`config.mk`:
```
export PLATFORM = sky130hd
export DESIGN_NAME = pri_request_latch
export DESIGN_NICKNAME = d
export VERILOG_FILES = /design/src/rtl/pri_request_latch.sv
export SDC_FILE = /design/constraint.sdc
export NUM_CORES = 1
export LEC_CHECK = 0
export ABC_AREA = 1
export BUFFER_PORTS_ARGS = -buffer_cell sky130_fd_sc_hd__buf_2
export CAP_MARGIN = 10
export CORE_ASPECT_RATIO = 0.6
export CORE_MARGIN = 3
export CORE_UTILIZATION = 45
export CTS_BUF_LIST = sky130_fd_sc_hd__clkbuf_4 sky130_fd_sc_hd__clkbuf_8 sky130_fd_sc_hd__clkbuf_16
export DETAILED_ROUTE_END_ITERATION = 6
export GPL_TIMING_DRIVEN = 0
export PLACE_DENSITY = 0.7
export SYNTH_ARGS = -nofsm -noshare
export SYNTH_HDL_FRONTEND = slang
export SYNTH_SLANG_ARGS = --single-unit
```
`constraint.sdc`:
```
create_clock -name clk -period 2.23 [get_ports clk]
set_input_delay 0.1115 -clock clk [delete_from_list [all_inputs] [get_ports clk]]
set_output_delay 0.1115 -clock clk [all_outputs]
set_load 0.005 [all_outputs]
```
`src/rtl/pri_request_latch.sv`:
```
// pri_request_latch: captures 16 request lines into pending flags and
// presents the highest-priority unmasked one with a valid/ack handshake.
module pri_request_latch #(
  parameter int unsigned EDGE_MODE = 1
) (
  input  logic        clk,
  input  logic        reset,
  input  logic [15:0] req_in,
  input  logic [15:0] mask,
  input  logic        enable,
  input  logic        irq_ack,
  output logic        irq_valid,
  output logic [3:0]  irq_id,
  output logic [15:0] pending
);

  localparam int unsigned N_SRC = 16;
  localparam int unsigned ID_W  = 4;

  typedef enum logic [1:0] {
    IDLE    = 2'd0,
    PRESENT = 2'd1,
    GAP     = 2'd2
  } state_t;

  state_t           state_q;
  state_t           state_d;
  logic [N_SRC-1:0] req_q;
  logic [N_SRC-1:0] set_vec;
  logic [N_SRC-1:0] clr_vec;
  logic [N_SRC-1:0] eligible;
  logic [N_SRC-1:0] pending_d;
  logic [ID_W-1:0]  win_id;
  logic [ID_W-1:0]  id_d;
  logic             valid_d;

  // Input synchroniser stage; req_in is never used before this register
  always_ff @(posedge clk) begin
    if (reset) begin
      req_q <= '0;
    end else begin
      req_q <= req_in;
    end
  end

  // Capture condition: rising edge of req_q or plain level
  generate
    if (EDGE_MODE != 0) begin : g_edge
      logic [N_SRC-1:0] req_qq;

      // Previous req_q, used to detect 0->1 transitions
      always_ff @(posedge clk) begin
        if (reset) begin
          req_qq <= '0;
        end else begin
          req_qq <= req_q;
        end
      end

      assign set_vec = req_q & ~req_qq;
    end else begin : g_level
      assign set_vec = req_q;
    end
  endgenerate

  assign eligible = pending & ~mask;

  // Priority encoder: highest set index of the eligible vector wins
  always_comb begin
    win_id = '0;
    for (int i = 0; i < N_SRC; i++) begin
      if (eligible[i]) begin
        win_id = ID_W'(i);
      end
    end
  end

  // Next-state and output logic; presented request is frozen while PRESENT
  always_comb begin
    state_d = state_q;
    valid_d = irq_valid;
    id_d    = irq_id;
    clr_vec = '0;
    unique case (state_q)
      IDLE: begin
        if (enable && (eligible != '0)) begin
          state_d = PRESENT;
          valid_d = 1'b1;
          id_d    = win_id;
        end
      end
      PRESENT: begin
        if (irq_ack) begin
          state_d         = GAP;
          valid_d         = 1'b0;
          clr_vec[irq_id] = 1'b1;
        end
      end
      GAP: begin
        state_d = IDLE;
      end
      default: begin
        state_d = IDLE;
        valid_d = 1'b0;
      end
    endcase
  end

  // A new capture in the same cycle as the acknowledge clear keeps the bit set
  assign pending_d = (pending & ~clr_vec) | set_vec;

  // State and registered outputs
  always_ff @(posedge clk) begin
    if (reset) begin
      state_q   <= IDLE;
      pending   <= '0;
      irq_valid <= 1'b0;
      irq_id    <= '0;
    end else begin
      state_q   <= state_d;
      pending   <= pending_d;
      irq_valid <= valid_d;
      irq_id    <= id_d;
    end
  end

endmodule
```
==> metrics.yaml, run 1 <==
cts_tree: "built"
grt_max_degree: 17
routed_via_density: 4.42
ios: 57
cts-htree-levels: 2
slew_violations: 0
drt-total-wl_um: 4520
netlist_area_um2: 2090
relSlewSlack_pct: 62.8
fillers: 425
finalSetupTns_ns: 0
netlist.top_cell.by_area: "dfxtp_1"
drtIter0Drc: 53
synthDominantCellAreaShare_pct: 52.6
multi_input_area_um2: 741
synthTopCellsByArea: "dfxtp_1 53%, nor2_1 12%, inv_1 10%, nand2_1 8.1%, a21oi_1 3.8%"
clk_latency_ns: 0.30
numPortBuffers: 55
leakage_nw: 1.34
grt_overflow: 0
start_util_pct: 48.9
clock-root-buffer: "clkbuf_8"
end_kind: "register"
core_um2: 4280
cp-start-kind: "register"
rows: 18
status: "complete, no violations"
synth_warnings: 0
fin_crit_sh_pct: 64.6
drc: 0
hpwl_um: 3560
hp-class: "in2reg"
rsz0062_at_grt: "false"
fin_area_um2: 2540
cp-startpoint: "pending[1]$_SDFF_PP0_"
die_area_um2: 5530
finalCriticalPeriod_ns: 1.44
syn_nets: 321
nets: 383
finClkSkew_ns: 0.00845
max_freq_mhz: 694
placed_cell_area_um2: 2440
crit_fanout: 3
die_x_um: 94.1
clk_pin_slew_ns: 0.10
clock_sinks: 55
cp.arrival_ns: 1.68
hold_start: "req_in[6]"
crit_type: "reg2reg"
pwr_density_cell_nw_per_um2: 759
wire_per_inst_um: 11.1
drv_cap: 0
cts_max_path_buffers: 2
drt_pass1_iterations: 4
setup_violations: 0
finalHoldViolCount: 0
drt.antenna.violating_nets: 0
ys_seq_area_share_pct: 52.6
antenna_found_initial: 0
die_y_um: 58.8
first_global_vias: 1609
seqCellArea_um2: 1100
gp_congestion: 0.872
diodes: 0
ys_ff_latch: 55
timing.rr.start: "pending[1]$_SDFF_PP0_"
numCtsBuffers: 5
synth.avg_cell_area_um2: 7.34
crit_required_ns: 2.47
num_vias: 1804
drive_above_1_share_pct: 24.1
netlist_instances: 285
grt_use_total_pct: 16.9
grt_pass1_wl_um: 7130
cts_resized: 0
cts_hold_buf: 0
area_growth_pct: 21.5
vdd_ir_drop_max_mv: 0.410
yosysUniqueCellTypes: 18
tightest_slew_ns: 0.558
post_cts_buffers: 0
synthesized netlist by cell type:
cell type,count
clkbuf_1,6
o22ai_1,1
a21oi_2,2
o21ai_0,4
o21ai_1,3
and3_4,1
nand3_1,4
nor2_1,65
a31oi_1,3
nand4_1,2
inv_2,5
a21oi_1,16
nor3_2,4
dfxtp_1,55
nand2_1,45
o31ai_1,4
nand2_2,9
inv_1,56
cell families after synthesis:
logic type             synth area share (%)
buffers and inverters                  12.0
AOI/OAI and AO/OA                      8.97
DFF                                    52.6
and+or+nand+nor                        26.4
layout make-up:
type / count / area share [%]
sequential: 55 / 43.3
multi-input combinational: 163 / 29.1
timing repair buffer: 55 / 10.8
inverter: 61 / 9.01
clock buffer: 7 / 3.54
tap: 60 / 2.95
buffer: 6 / 0.886
clock inverter: 1 / 0.344
critical path, stage by stage, from the launching register on:
cell	delay, ns
dfxtp_1	0.38
inv_1	0.07
nor2_1	0.10
nand2_1	0.07
nand2_1	0.08
nand2_1	0.05
nand2_1	0.05
nand2_1	0.04
nand2_1	0.05
nand2_1	0.04
nand2_1	0.06
nand2_1	0.05
nand2_1	0.06
nand2_1	0.05
nand2_1	0.06
nand2_1	0.06
a21oi_2	0.10
final timing paths:
check | cells after the start | slack (ns) | end
worst max-delay path | 16 | 0.79 | irq_id[0]$_SDFFE_PP0P_
worst min-delay path | 3 | 0.005 | req_q[6]$_SDFF_PP0_
worst max register to register | 16 | 0.79 | irq_id[0]$_SDFFE_PP0P_
worst min register to register | 1 | 0.42 | pending[8]$_SDFF_PP0_
through the flow:
stage / instances / util (%) / setup WS [ns] / hold WS, ns / total power [W]
finish: 408 / 59.4 / 0.790 / 0.00458 / 0.00193
global route: 408 / 59.4 / 0.580 / 0.00110 / 0.00204
CTS: 408 / 59.4 / 0.776 / 0.00307 / 0.00194
detailed placement: 400 / 57.1 / 0.812 / 0.319 / 0.00138
global placement: 400 / 57.1 / 0.843 / 0.310 / 0.00137
floorplan: 285 / - / 1.00 / 0.218 / 0.00127
registers in the layout, summed over array words and instances (netlist names):
name / flops
req_q: 16
pending: 16
g_edge.req_qq: 16
irq_valid: 1
state_q: 2
irq_id: 4
report_power, final:
part	internal, W	switching [W]
registers	0.00105	0.0000441
clock network	0.000267	0.000306
logic	0.000112	0.000156
placed cells by master, fill, tap and decap left out, drive strengths merged:
master,instances
nor2,65
a31oi,3
clkinv,1
a21oi,18
nand3,4
buf,55
and3,1
nor3,4
inv,61
nand4,2
o21ai,7
clkbuf,13
dfxtp,55
o31ai,4
o22ai,1
nand2,54
layer usage:
layer	track usage, %	routed length (µm)
met5	0	0
met1	23.9	2270
met4	3.91	17
met3	4.47	336
met2	25.9	1890
No activity file was read; power rests on OpenSTA's default activity.
==> run 2: changes to the inputs <==
Settings changed: ABC_AREA 1 to 0.
Clock period 2.23 ns to 1.4 ns, I/O delays scaled along.
==> run 2 against run 1 <==
Critical path type unchanged. Flip-flop and latch count stayed put. Maximum frequency is 6.5% lower. Register-to-register slack worse by 0.93 ns. Power is 64% higher. Routed wire length is 7.4% higher. Area after synthesis is 1.8% lower. Via count is 3.7% lower. Clock skew is 0.0030 ns lower. Cell area is 8.7% higher. The run now ends with setup timing left. Hold slack better by 0.040 ns. Sequential power is 60% higher.
==> metrics.yaml, run 2 <==
status: "complete, but fails checks"
violations: "setup timing"
cp-start-kind: "register"
start_util_pct: 48.3
wire_per_inst_um: 13.5
synthTopCellsByArea: "dfxtp_1 54%, nor2b_1 12%, nand2b_1 9.4%, a21oi_1 5.1%, o21ai_0 4.9%"
routed_via_density: 4.83
pwr_density_cell_nw_per_um2: 1140
synth-adder-area-share_pct: 0
fin_crit_sh_pct: 110
ys_seq_area_share_pct: 53.6
post-place-ws_ns: -0.0846
die_y_um: 58.4
synth_warnings: 0
finalHoldViolCount: 0
synth_top_family_by_area: "simple AND/OR/NAND/NOR gates"
num_vias: 1738
crit_fanout: 5
synth.most_common_cell: "dfxtp_1"
drt.antenna.violating_nets: 0
yosysUniqueCellTypes: 25
hpwl_um: 3480
fin_ws_ns: -0.140
utilization_pct: 64.9
clk_latency_ns: 0.32
clock-root-buffer: "clkbuf_8"
clk_pin_slew_ns: 0.10
slew_violations: 0
drv_cap: 0
grt_max_degree: 19
drt-total-wl_um: 4860
min_to: "state_q[0]$_SDFFE_PP0P_"
rows: 18
relSlewSlack_pct: 62.3
internal_power_w: 0.00230
drc: 0
max_freq_mhz: 649
synthDominantCellAreaShare_pct: 53.6
leakage_nw: 1.15
crit_slowest_cell: "dfxtp_2"
hp-class: "in2reg"
nets: 335
cp_slowest_stage_delay_ns: 0.35
crit_required_ns: 1.59
p_sw_w: 0.000864
final_cell_mix: "56 x buf_2, 53 x dfxtp_1, 36 x nor2b_1"
synthMuxAreaShare_pct: 0
diodes: 0
cp.arrival_ns: 1.72
synth-xor-area-share_pct: 0
numCtsBuffers: 5
r2r.worst_path.cells: 6
ys_ff_latch: 55
die_area_um2: 5440
seqPwrFrac_pct: 54.9
numPortBuffers: 56
crit_family: "simple AND/OR/NAND/NOR gates"
antenna_found_initial: 0
cts_tree: "built"
netlist_instances: 216
cts_max_path_buffers: 2
hold_start: "irq_ack"
drt_pass1_iterations: 4
end_kind: "register"
mostFrequentLayoutCell: "buf_2"
timing.rr.start: "pending[14]$_SDFF_PP0_"
netlist_area_um2: 2060
drtIter0Drc: 80
core_um2: 4260
yosys.area_share.simple_pct: 31.0
grt_use_total_pct: 18.3
synth.avg_cell_area_um2: 9.52
ios: 57
worstReg2RegEnd: "irq_id[2]$_SDFFE_PP0P_"
whs_path_depth: 4
grt_pass1_wl_um: 7510
finalSetupTns_ns: -0.341
first_global_vias: 1593
critical_path_buf_inv_count: 1
synth_flop_cell: "dfxtp_1"
rrSetupSlack_ns: -0.14
top_regs: "g_edge.req_qq: 16 flops, pending: 16 flops, req_q: 16 flops"
synth-compound-area-share_pct: 13.8
die_x_um: 93.3
grt_overflow: 0
drive_above_1_share_pct: 29.0
vdd_ir_drop_max_mv: 0.560
clock_sinks: 55
comb_power_share_pct: 16.3
netlist.top_cell.by_area: "dfxtp_1"
cts-htree-levels: 2
finClkSkew_ns: 0.00545
crit_type: "reg2reg"
gp_congestion: 0.872
synth_common_cells: "55 x dfxtp_1, 38 x nor2b_1, 31 x nand2b_1"
setup_violations: 4
pwr-share-clk_pct: 28.8
finalCriticalPeriod_ns: 1.54
tightest_slew_ns: 0.565
area_growth_pct: 34.4
async_reset_ff_share_pct: 0
path_cells: "nor2b_4 > nor4_4 > nand4_1 > buf_6 > a21oi_1 > a311oi_1"
netSwitchingFraction_pct: 27.3
synth_edf_count: 0
rsz0062_at_grt: "true"
syn_nets: 252
==> run 2: changes by cell type after synthesis, moves of 4 or more <==
cell / previous run / this run
a21oi_1: 16 / 21
nor2b_1: 0 / 38
nor2_1: 65 / 8
o21ai_0: 4 / 20
nand2_2: 9 / 0
a311oi_1: 0 / 4
nand2b_1: 0 / 31
inv_2: 5 / 0
nand2_1: 45 / 8
o31ai_1: 4 / 0
nor3_2: 4 / 0
inv_1: 56 / 3
==> run 2: worst max path at each step <==
| stage | slack (ns) | to | cells after the start | from |
|---|---|---|---|---|
| global placement | -0.09 | irq_id[3]$_SDFFE_PP0P_ | 5 | pending[12]$_SDFF_PP0_ |
| CTS | -0.06 | irq_id[3]$_SDFFE_PP0P_ | 5 | pending[13]$_SDFF_PP0_ |
| global route | -0.21 | irq_id[2]$_SDFFE_PP0P_ | 6 | pending[14]$_SDFF_PP0_ |
| detailed placement | -0.08 | irq_id[3]$_SDFFE_PP0P_ | 5 | pending[13]$_SDFF_PP0_ |
| finish | -0.14 | irq_id[2]$_SDFFE_PP0P_ | 6 | pending[14]$_SDFF_PP0_ |
| floorplan | 0.04 | irq_id[3]$_SDFFE_PP0P_ | 5 | pending[12]$_SDFF_PP0_ |
==> run 2: cell type report <==
| cell class | count | area (µm²) |
|---|---|---|
| fill | 373 | 1490 |
| multi-input combinational | 152 | 986 |
| inverter | 3 | 11.3 |
| clock inverter | 3 | 22.5 |
| clock buffer | 5 | 68.8 |
| buffer | 6 | 22.5 |
| sequential | 55 | 1100 |
| tap | 60 | 75.1 |
| timing repair buffer | 76 | 474 |
==> run 2: cell families after synthesis <==
logic type / Yosys count
AO/OA/AOI/OAI: 51
buffers and inverters: 9
flip-flops: 55
AND/OR/NAND/NOR: 101
==> run 2: what timing repair did <==
action                     4_1_cts  5_1_grt
hold buffers                    16        0
setup endpoints to repair        8       15
hold endpoints to repair        16        0
pin swaps                        6        7
setup buffers                    3        1
resized for setup                6       22
==> run 2: layer usage <==
layer  vias to the layer above  global-route usage, %  wire length, µm
met5                         -                      0                0
met4                         0                   6.47              108
met3                        16                   7.28              402
met2                        54                   26.2             2100
met1                       770                   25.1             2250
li1                        898                      -                -
==> run 2: worst reg2reg max path: stages, from the launching register on <==
cell and delay [ns]:
dfxtp_2 0.35, nor2b_4 0.14, nor4_4 0.32, nand4_1 0.16, buf_6 0.17, a21oi_1 0.19, a311oi_1 0.07
==> run 2: per-stage QoR <==
stage	area (µm²)	hold slack (ns)	power (W)	instances
floorplan	2060	0.198	0.00200	216
global placement	2410	0.276	0.00216	332
detailed placement	2410	0.282	0.00217	332
CTS	2700	0.0312	0.00311	359
global route	2760	0.0458	0.00331	360
finish	2760	0.0441	0.00316	360
==> run 2: power by group through the flow <==
stage                     logic (W)  clock network (W)  registers (W)
after global routing       0.000567           0.000989        0.00175
final                      0.000515           0.000910        0.00174
after floorplan            0.000240                  0        0.00176
after global placement     0.000395                  0        0.00177
after CTS                  0.000455           0.000922        0.00173
after detailed placement   0.000400                  0        0.00177
